### config.mk
export PLATFORM = sky130hd
export DESIGN_NAME = vc_arbiter
export DESIGN_NICKNAME = d
export VERILOG_FILES = /design/src/rtl/vc_arbiter_pkg.sv /design/src/rtl/vc_arbiter.sv
export SDC_FILE = /design/constraint.sdc
export NUM_CORES = 1
export LEC_CHECK = 0
export CAP_MARGIN = 15
export CORE_MARGIN = 8
export CORE_UTILIZATION = 37
export CTS_CLUSTER_DIAMETER = 100
export CTS_CLUSTER_SIZE = 8
export DETAILED_ROUTE_END_ITERATION = 8
export PLACE_DENSITY = 0.73
export SLEW_MARGIN = 20
export SYNTH_ARGS = -nofsm -noshare
export SYNTH_HDL_FRONTEND = slang
export SYNTH_SLANG_ARGS = --single-unit
### constraint.sdc
create_clock -name clk -period 1.25 [get_ports clk]
set_input_delay 0.25 -clock clk [delete_from_list [all_inputs] [get_ports clk]]
set_output_delay 0.25 -clock clk [all_outputs]
set_load 0.01 [all_outputs]
### src/rtl/vc_arbiter_pkg.sv
// Shared definitions for the virtual-channel arbiter.
//   - Status state encodings driven on vc_arbiter.state.
//   - Default word width, matching the upstream VC FIFOs.
package vc_arbiter_pkg;

  localparam int DATA_WIDTH_DEFAULT = 6;

  localparam logic [1:0] ST_RESET  = 2'd0;
  localparam logic [1:0] ST_IDLE   = 2'd1;
  localparam logic [1:0] ST_ACTIVE = 2'd2;
  localparam logic [1:0] ST_PAUSE  = 2'd3;

endpackage

### src/rtl/vc_arbiter.sv
// vc_arbiter: pops words from the VC0/VC1 FIFOs (strict priority, VC0 first)
// and routes each word to destination FIFO D0 or D1 based on bit DEST_BIT.
//
// Ports:
//   clk                      clock, all state on posedge
//   reset                    synchronous active-low reset
//   init                     active-high enable; low acts like reset
//   empty_fifo_VC0/VC1       upstream empty flags
//   data_out_VC0/VC1         upstream registered read data
//   almost_full_fifo_D0/D1   downstream backpressure (combined into one stall)
//   pop_VC0/VC1              upstream read enables (combinational)
//   push_D0/D1               downstream write enables (registered)
//   data_out_D0/D1           downstream write data (registered, held)
//   state                    status: RESET/IDLE/ACTIVE/PAUSE (registered)
//   idle                     state == IDLE
//
// Latency: pop in cycle t, upstream data valid in t+1, push in t+2.
module vc_arbiter
  import vc_arbiter_pkg::*;
#(
  parameter int data_width = DATA_WIDTH_DEFAULT,
  parameter int DEST_BIT   = 4
) (
  input  logic                  clk,
  input  logic                  reset,
  input  logic                  init,
  input  logic                  empty_fifo_VC0,
  input  logic                  empty_fifo_VC1,
  input  logic [data_width-1:0] data_out_VC0,
  input  logic [data_width-1:0] data_out_VC1,
  input  logic                  almost_full_fifo_D0,
  input  logic                  almost_full_fifo_D1,
  output logic                  pop_VC0,
  output logic                  pop_VC1,
  output logic                  push_D0,
  output logic                  push_D1,
  output logic [data_width-1:0] data_out_D0,
  output logic [data_width-1:0] data_out_D1,
  output logic [1:0]            state,
  output logic                  idle
);

  logic                  run;
  logic                  af;
  logic                  both_empty;
  logic                  pv;        // a pop was issued last cycle
  logic                  psrc;      // 0: that pop was VC0, 1: VC1
  logic [data_width-1:0] sel_word;
  logic [1:0]            state_next;

  assign run        = reset & init;
  assign af         = almost_full_fifo_D0 | almost_full_fifo_D1;
  assign both_empty = empty_fifo_VC0 & empty_fifo_VC1;

  // Backpressure stops pops in the same cycle; the two words already in
  // flight still complete, which is why downstream needs >= 2 spare entries.
  assign pop_VC0 = run & ~af & ~empty_fifo_VC0;
  assign pop_VC1 = run & ~af & empty_fifo_VC0 & ~empty_fifo_VC1;

  assign sel_word = psrc ? data_out_VC1 : data_out_VC0;
  assign idle     = (state == ST_IDLE);

  // Pop/route pipeline.
  // NOTE: sequential state uses non-blocking assignments so every register
  // samples pre-edge values regardless of statement order.
  always_ff @(posedge clk) begin
    if (!run) begin
      pv          <= 1'b0;
      psrc        <= 1'b0;
      push_D0     <= 1'b0;
      push_D1     <= 1'b0;
      data_out_D0 <= '0;
      data_out_D1 <= '0;
    end else begin
      pv      <= pop_VC0 | pop_VC1;
      psrc    <= pop_VC1;
      push_D0 <= 1'b0;
      push_D1 <= 1'b0;
      if (pv) begin
        if (sel_word[DEST_BIT]) begin
          push_D1     <= 1'b1;
          data_out_D1 <= sel_word;
        end else begin
          push_D0     <= 1'b1;
          data_out_D0 <= sel_word;
        end
      end
    end
  end

  // Status state machine.
  // NOTE: state_next gets a default before the case so no path leaves it
  // unassigned, which would otherwise infer a latch.
  always_comb begin
    state_next = state;
    case (state)
      ST_RESET:  state_next = ST_IDLE;
      ST_IDLE: begin
        if (af)               state_next = ST_PAUSE;
        else if (!both_empty) state_next = ST_ACTIVE;
      end
      ST_ACTIVE: begin
        if (af)                     state_next = ST_PAUSE;
        else if (both_empty && !pv) state_next = ST_IDLE;
      end
      ST_PAUSE: begin
        if (!af) state_next = both_empty ? ST_IDLE : ST_ACTIVE;
      end
      default:   state_next = ST_RESET;
    endcase
  end

  always_ff @(posedge clk) begin
    if (!run) state <= ST_RESET;
    else      state <= state_next;
  end

endmodule

Word level (Yosys, flattened, before mapping)
Cells that the tools add are included.
Word-level totals
  input bits: 19
  bits in registers: 17
  word-level logic and storage cells: 42
Operators by class
  multiplexer cells: 10
  equal/unequal tests: 6
  bitwise gates (word level): 12
  reduce and logical (&&, ||, !) cells: 7
Operator list (number)
  $mux W2: 6
  $pmux W2 S4: 1
  $and A1 B1 Y1: 6
  $mux W6: 1
  $ne A3 B3 Y1 const B: 2
  $reduce_and A2 Y1: 3
  $eq A2 B2 Y1 const B: 2
  $not A1 Y1: 4
  $reduce_and A3 Y1: 1
  $eq A2 B1 Y1 const B: 1
  $logic_not A2 Y1: 1
  $mux W1: 2
  $ne A2 B2 Y1 const B: 1
  $or A1 B1 Y1: 2
  $logic_and A1 B1 Y1: 1
  $logic_not A1 Y1: 1

Longest topological paths before layout
  word-level depth: 6
  gate-level depth with buffers: 5
  mapped depth without buffers: 3

Worst setup path after synthesis
OpenSTA, ideal clock, no wires.
  kind: input port to output port
  start: input port reset
  end: output port pop_VC1
  stages: 4
  path slack: 68 ps
  data arrival time: 932 ps
  data required time: 1000 ps
  buffers on the path: 1
  cell sequence: and2_1 -> buf_2 -> nand2_1 -> nor3b_1
Between the ends
  word-level cells in the longest chain between the ends: 4
Ends and longest elaborated chain
  start, declared: RTL line vc_arbiter.sv:25  | input logic reset,
  $and A1 B1 Y1: RTL line vc_arbiter.sv:51  | assign run = reset & init;
  $and A1 B1 Y1 (3 in series): RTL line vc_arbiter.sv:58  | assign pop_VC1 = run & ~af & empty_fifo_VC0 & ~empty_fifo_VC1;
  end, declared: RTL line vc_arbiter.sv:34  | output logic pop_VC1,
No other way between the ends.

Worst setup path after layout
  start: input port almost_full_fifo_D1
  end: output port pop_VC1
Between the ends
  word-level cells in the longest chain between the ends: 5
Ends and longest elaborated chain
  start, declared: RTL line vc_arbiter.sv:32  | input logic almost_full_fifo_D1,
  $or A1 B1 Y1: RTL line vc_arbiter.sv:52  | assign af = almost_full_fifo_D0 | almost_full_fifo_D1;
  $not A1 Y1: RTL line vc_arbiter.sv:58
  $and A1 B1 Y1 (3 in series): RTL line vc_arbiter.sv:58
No other way between the ends.

==> impl_metrics.yaml <==
clock_tree:
  cts_made_buffers: 3
  clock_sinks: 17
  clock_tree_from_tritoncts: "done"
  cts.hold.buffers_added: 0
  cts-htree-levels: 1
  clk_transition_reported_paths_ns: 0.09
  clkLatencyLatePin_ns: 0.27
  cts_root_buffer: "sky130_fd_sc_hd__clkbuf_4"
  ctsLongestPathBuffers: 2
cells_and_area:
  utilization_after_layout_pct: 59.7
  share_of_cells_above_drive_strength_1_pct: 29.4
  final_cell_mix: "sky130_fd_sc_hd__nand2_1 (16), sky130_fd_sc_hd__dlygate4sd2_1 (16), sky130_fd_sc_hd__dfxtp_1 (15), sky130_fd_sc_hd__clkdlybuf4s50_1 (12)"
  layout.filler_cells: 189
  area.sequential_sq_um: 343
  flow.area_growth_from_synthesis_pct: 58.5
  design.final.nets: 139
  n_antenna_cell: 0
  multiInputGateArea_sq_um: 350
worst_setup_path:
  reg2reg_from: "psrc"
  critical_path.startpoint_type: "input pin"
  largest_fanout_on_the_critical_path: 3
  worstSetupPathType: "in -> out"
  required_ns: 1.00
  worst_r2r_endpoint: "data_out_D1[0]"
  reg2regPathDepth: 4
  data_arrival_at_the_endpoint_of_the_critical_path_ns: 0.93
  worst_setup_path_end_kind: "output pin"
  r2r_setup_slack_ns: 0.09
timing:
  final_clock_period_utilization_by_the_worst_path_pct: 94.5
  timing.final.crit_period_ns: 1.18
  final-setup-viol-count: 0
  slew_viol_final: 0
  fmax_mhz: 847
  rsz_0062_raised_after_global_routing: "no"
  clock-skew-final_ns: 0.00443
  hold_viol_final: 0
  fin_worst_hold_slack_ns: 0.266
global_routing:
  first_global_vias: 640
  grt_usage_pct: 10.6
  global_route_wire_length_before_repair_mm: 2.91
  grt_max_degree: 17
  gr-total-overflow: 0
  antenna_violations_before_repair: 0
worst_hold_path:
  whs_path_depth: 2
  hold_path_startpoint: "almost_full_fifo_D0"
  min_delay_worst_endpoint: "state[1]"
  worstHoldPathType: "in -> reg"
drt:
  routedWlPerCell_um: 12.5
  firstDrtPassIters: 4
  vias: 645
  drc: 0
  drt_initial_violations: 15
  antenna_violating_nets_post_route: 0
  totalWireLength_mm: 1.82
  vias_per_cell: 4.42
run:
  maxCapViolations: 0
logic_synthesis:
  ys_warn_count: 0
  postSynthAreaPerCell_sq_um: 9.69
  synthDominantAreaCellType: "sky130_fd_sc_hd__dfxtp_1"
  synthTopCellsByArea: "sky130_fd_sc_hd__dfxtp_1 (47%), sky130_fd_sc_hd__mux2i_1 (15%), sky130_fd_sc_hd__nand2_1 (8.9%)"
  synthCells: 74
  yosys.cell_types.count: 20
  area_of_the_mapped_netlist_sq_um: 717
  synth.net_count: 93
  ys_seq_area_share_pct: 47.5
  ys_ff_latch: 17
  yosysTopAreaCellShare_pct: 47.5
floorplan:
  design.core.area_sq_mm: 0.00190
  ioPinCount: 38
  rows: 16
  fp.dieH_um: 60.0
  die_footprint_sq_mm: 0.00360
  die_x_um: 60.0
  initial_utilization_pct: 37.7
placement:
  gpl.final_weighted_congestion: 0.695
  portBuffers: 36
  place_hpwl_mm: 1.47
outcome:
  status: "completed"
power_and_ir_drop:
  pwr_density_cell_mw_per_mm2: 845
  peakVddDrop_mv: 0.610
  p_leak_uw: 0.000590
==> per-stage QoR <==
| step | total power, uW | worst slack, ns | TNS [ns] | cell area [sq um] | cells |
|---|---|---|---|---|---|
| CTS | 977 | 0.00184 | 0 | 1150 | 146 |
| global route | 1010 | 0.00300 | 0 | 1140 | 146 |
| floorplan | 614 | 0.0677 | 0 | 717 | 74 |
| global placement | 703 | -0.737 | -3.20 | 1150 | 142 |
| detailed placement | 706 | -0.751 | -3.43 | 1150 | 142 |
| finish | 960 | 0.0691 | 0 | 1140 | 146 |
==> layer usage <==
metal	GRT usage, %	vias up	wire (um)
met3	3.44	2	107
li1	-	331	-
met2	18.8	21	908
met5	0	-	0
met1	11.2	291	780
met4	4.08	0	23
==> layout make-up <==
| cell class | instances | share of cell area [%] |
|---|---|---|
| timing repair buffer | 46 | 33.0 |
| clock buffer | 4 | 2.31 |
| multi-input combinational | 50 | 30.8 |
| sequential | 17 | 30.2 |
| tap | 27 | 2.97 |
| inverter | 2 | 0.661 |
==> sequential cells by signal, indices dropped and copies added, names as in the netlist <==
signal	count
data_out_D0	5
push_D1	1
push_D0	1
state	2
data_out_D1	6
pv	1
psrc	1
==> Yosys cell counts <==
master / count
sky130_fd_sc_hd__or2_2: 1
sky130_fd_sc_hd__o211ai_1: 1
sky130_fd_sc_hd__nand2_2: 1
sky130_fd_sc_hd__o311a_1: 1
sky130_fd_sc_hd__buf_4: 1
sky130_fd_sc_hd__mux2_2: 5
sky130_fd_sc_hd__a21oi_1: 2
sky130_fd_sc_hd__buf_6: 2
sky130_fd_sc_hd__and2_1: 1
sky130_fd_sc_hd__mux2i_1: 11
sky130_fd_sc_hd__nor2b_1: 1
sky130_fd_sc_hd__buf_2: 2
sky130_fd_sc_hd__dfxtp_1: 17
sky130_fd_sc_hd__conb_1: 1
sky130_fd_sc_hd__nor2_1: 4
sky130_fd_sc_hd__a31oi_1: 1
sky130_fd_sc_hd__nand2b_1: 1
sky130_fd_sc_hd__inv_1: 2
sky130_fd_sc_hd__nand2_1: 17
sky130_fd_sc_hd__nor3b_1: 2
==> worst max path at each step <==
stage / start / end / slack (ns) / cells after the start
after global placement: reset / pop_VC1 / -0.74 / 5
after detailed placement: reset / pop_VC1 / -0.75 / 5
after floorplan: reset / pop_VC1 / 0.07 / 4
after global routing: almost_full_fifo_D1 / pop_VC1 / 0.003 / 5
final: almost_full_fifo_D1 / pop_VC1 / 0.07 / 5
after CTS: reset / pop_VC1 / 0.002 / 5
==> timing repair <==
| item | in CTS | in global routing |
|---|---|---|
| setup buffers | 0 | 0 |
| resized for setup | 40 | 11 |
| pin swaps | 4 | 4 |
| endpoints found under the setup margin | 18 | 8 |
==> kinds of logic (layout without fill, tap and decap cells) <==
group / after synthesis / after routing / share of synthesized area (%)
AOI/OAI and AO/OA: 5 / 5 / 4.71
buffers and inverters: 7 / 52 / 6.63
DFF: 17 / 17 / 47.5
muxes: 16 / 16 / 23.2
other: 1 / 1 / 0.523
and+or+nand+nor: 28 / 28 / 17.5
==> report_power, final <==
part	internal (uW)	switching, uW
logic	82.2	52.7
registers	547	3.31
clock network	123	151
total	753	207
==> worst max-delay path: stages <==
cell                       delay, ns
sky130_fd_sc_hd__clkbuf_2       0.10
sky130_fd_sc_hd__nor2_2         0.18
sky130_fd_sc_hd__nand2_4        0.08
sky130_fd_sc_hd__nor3b_2        0.17
sky130_fd_sc_hd__buf_2          0.15
No activity file was read; power rests on OpenSTA's default activity.
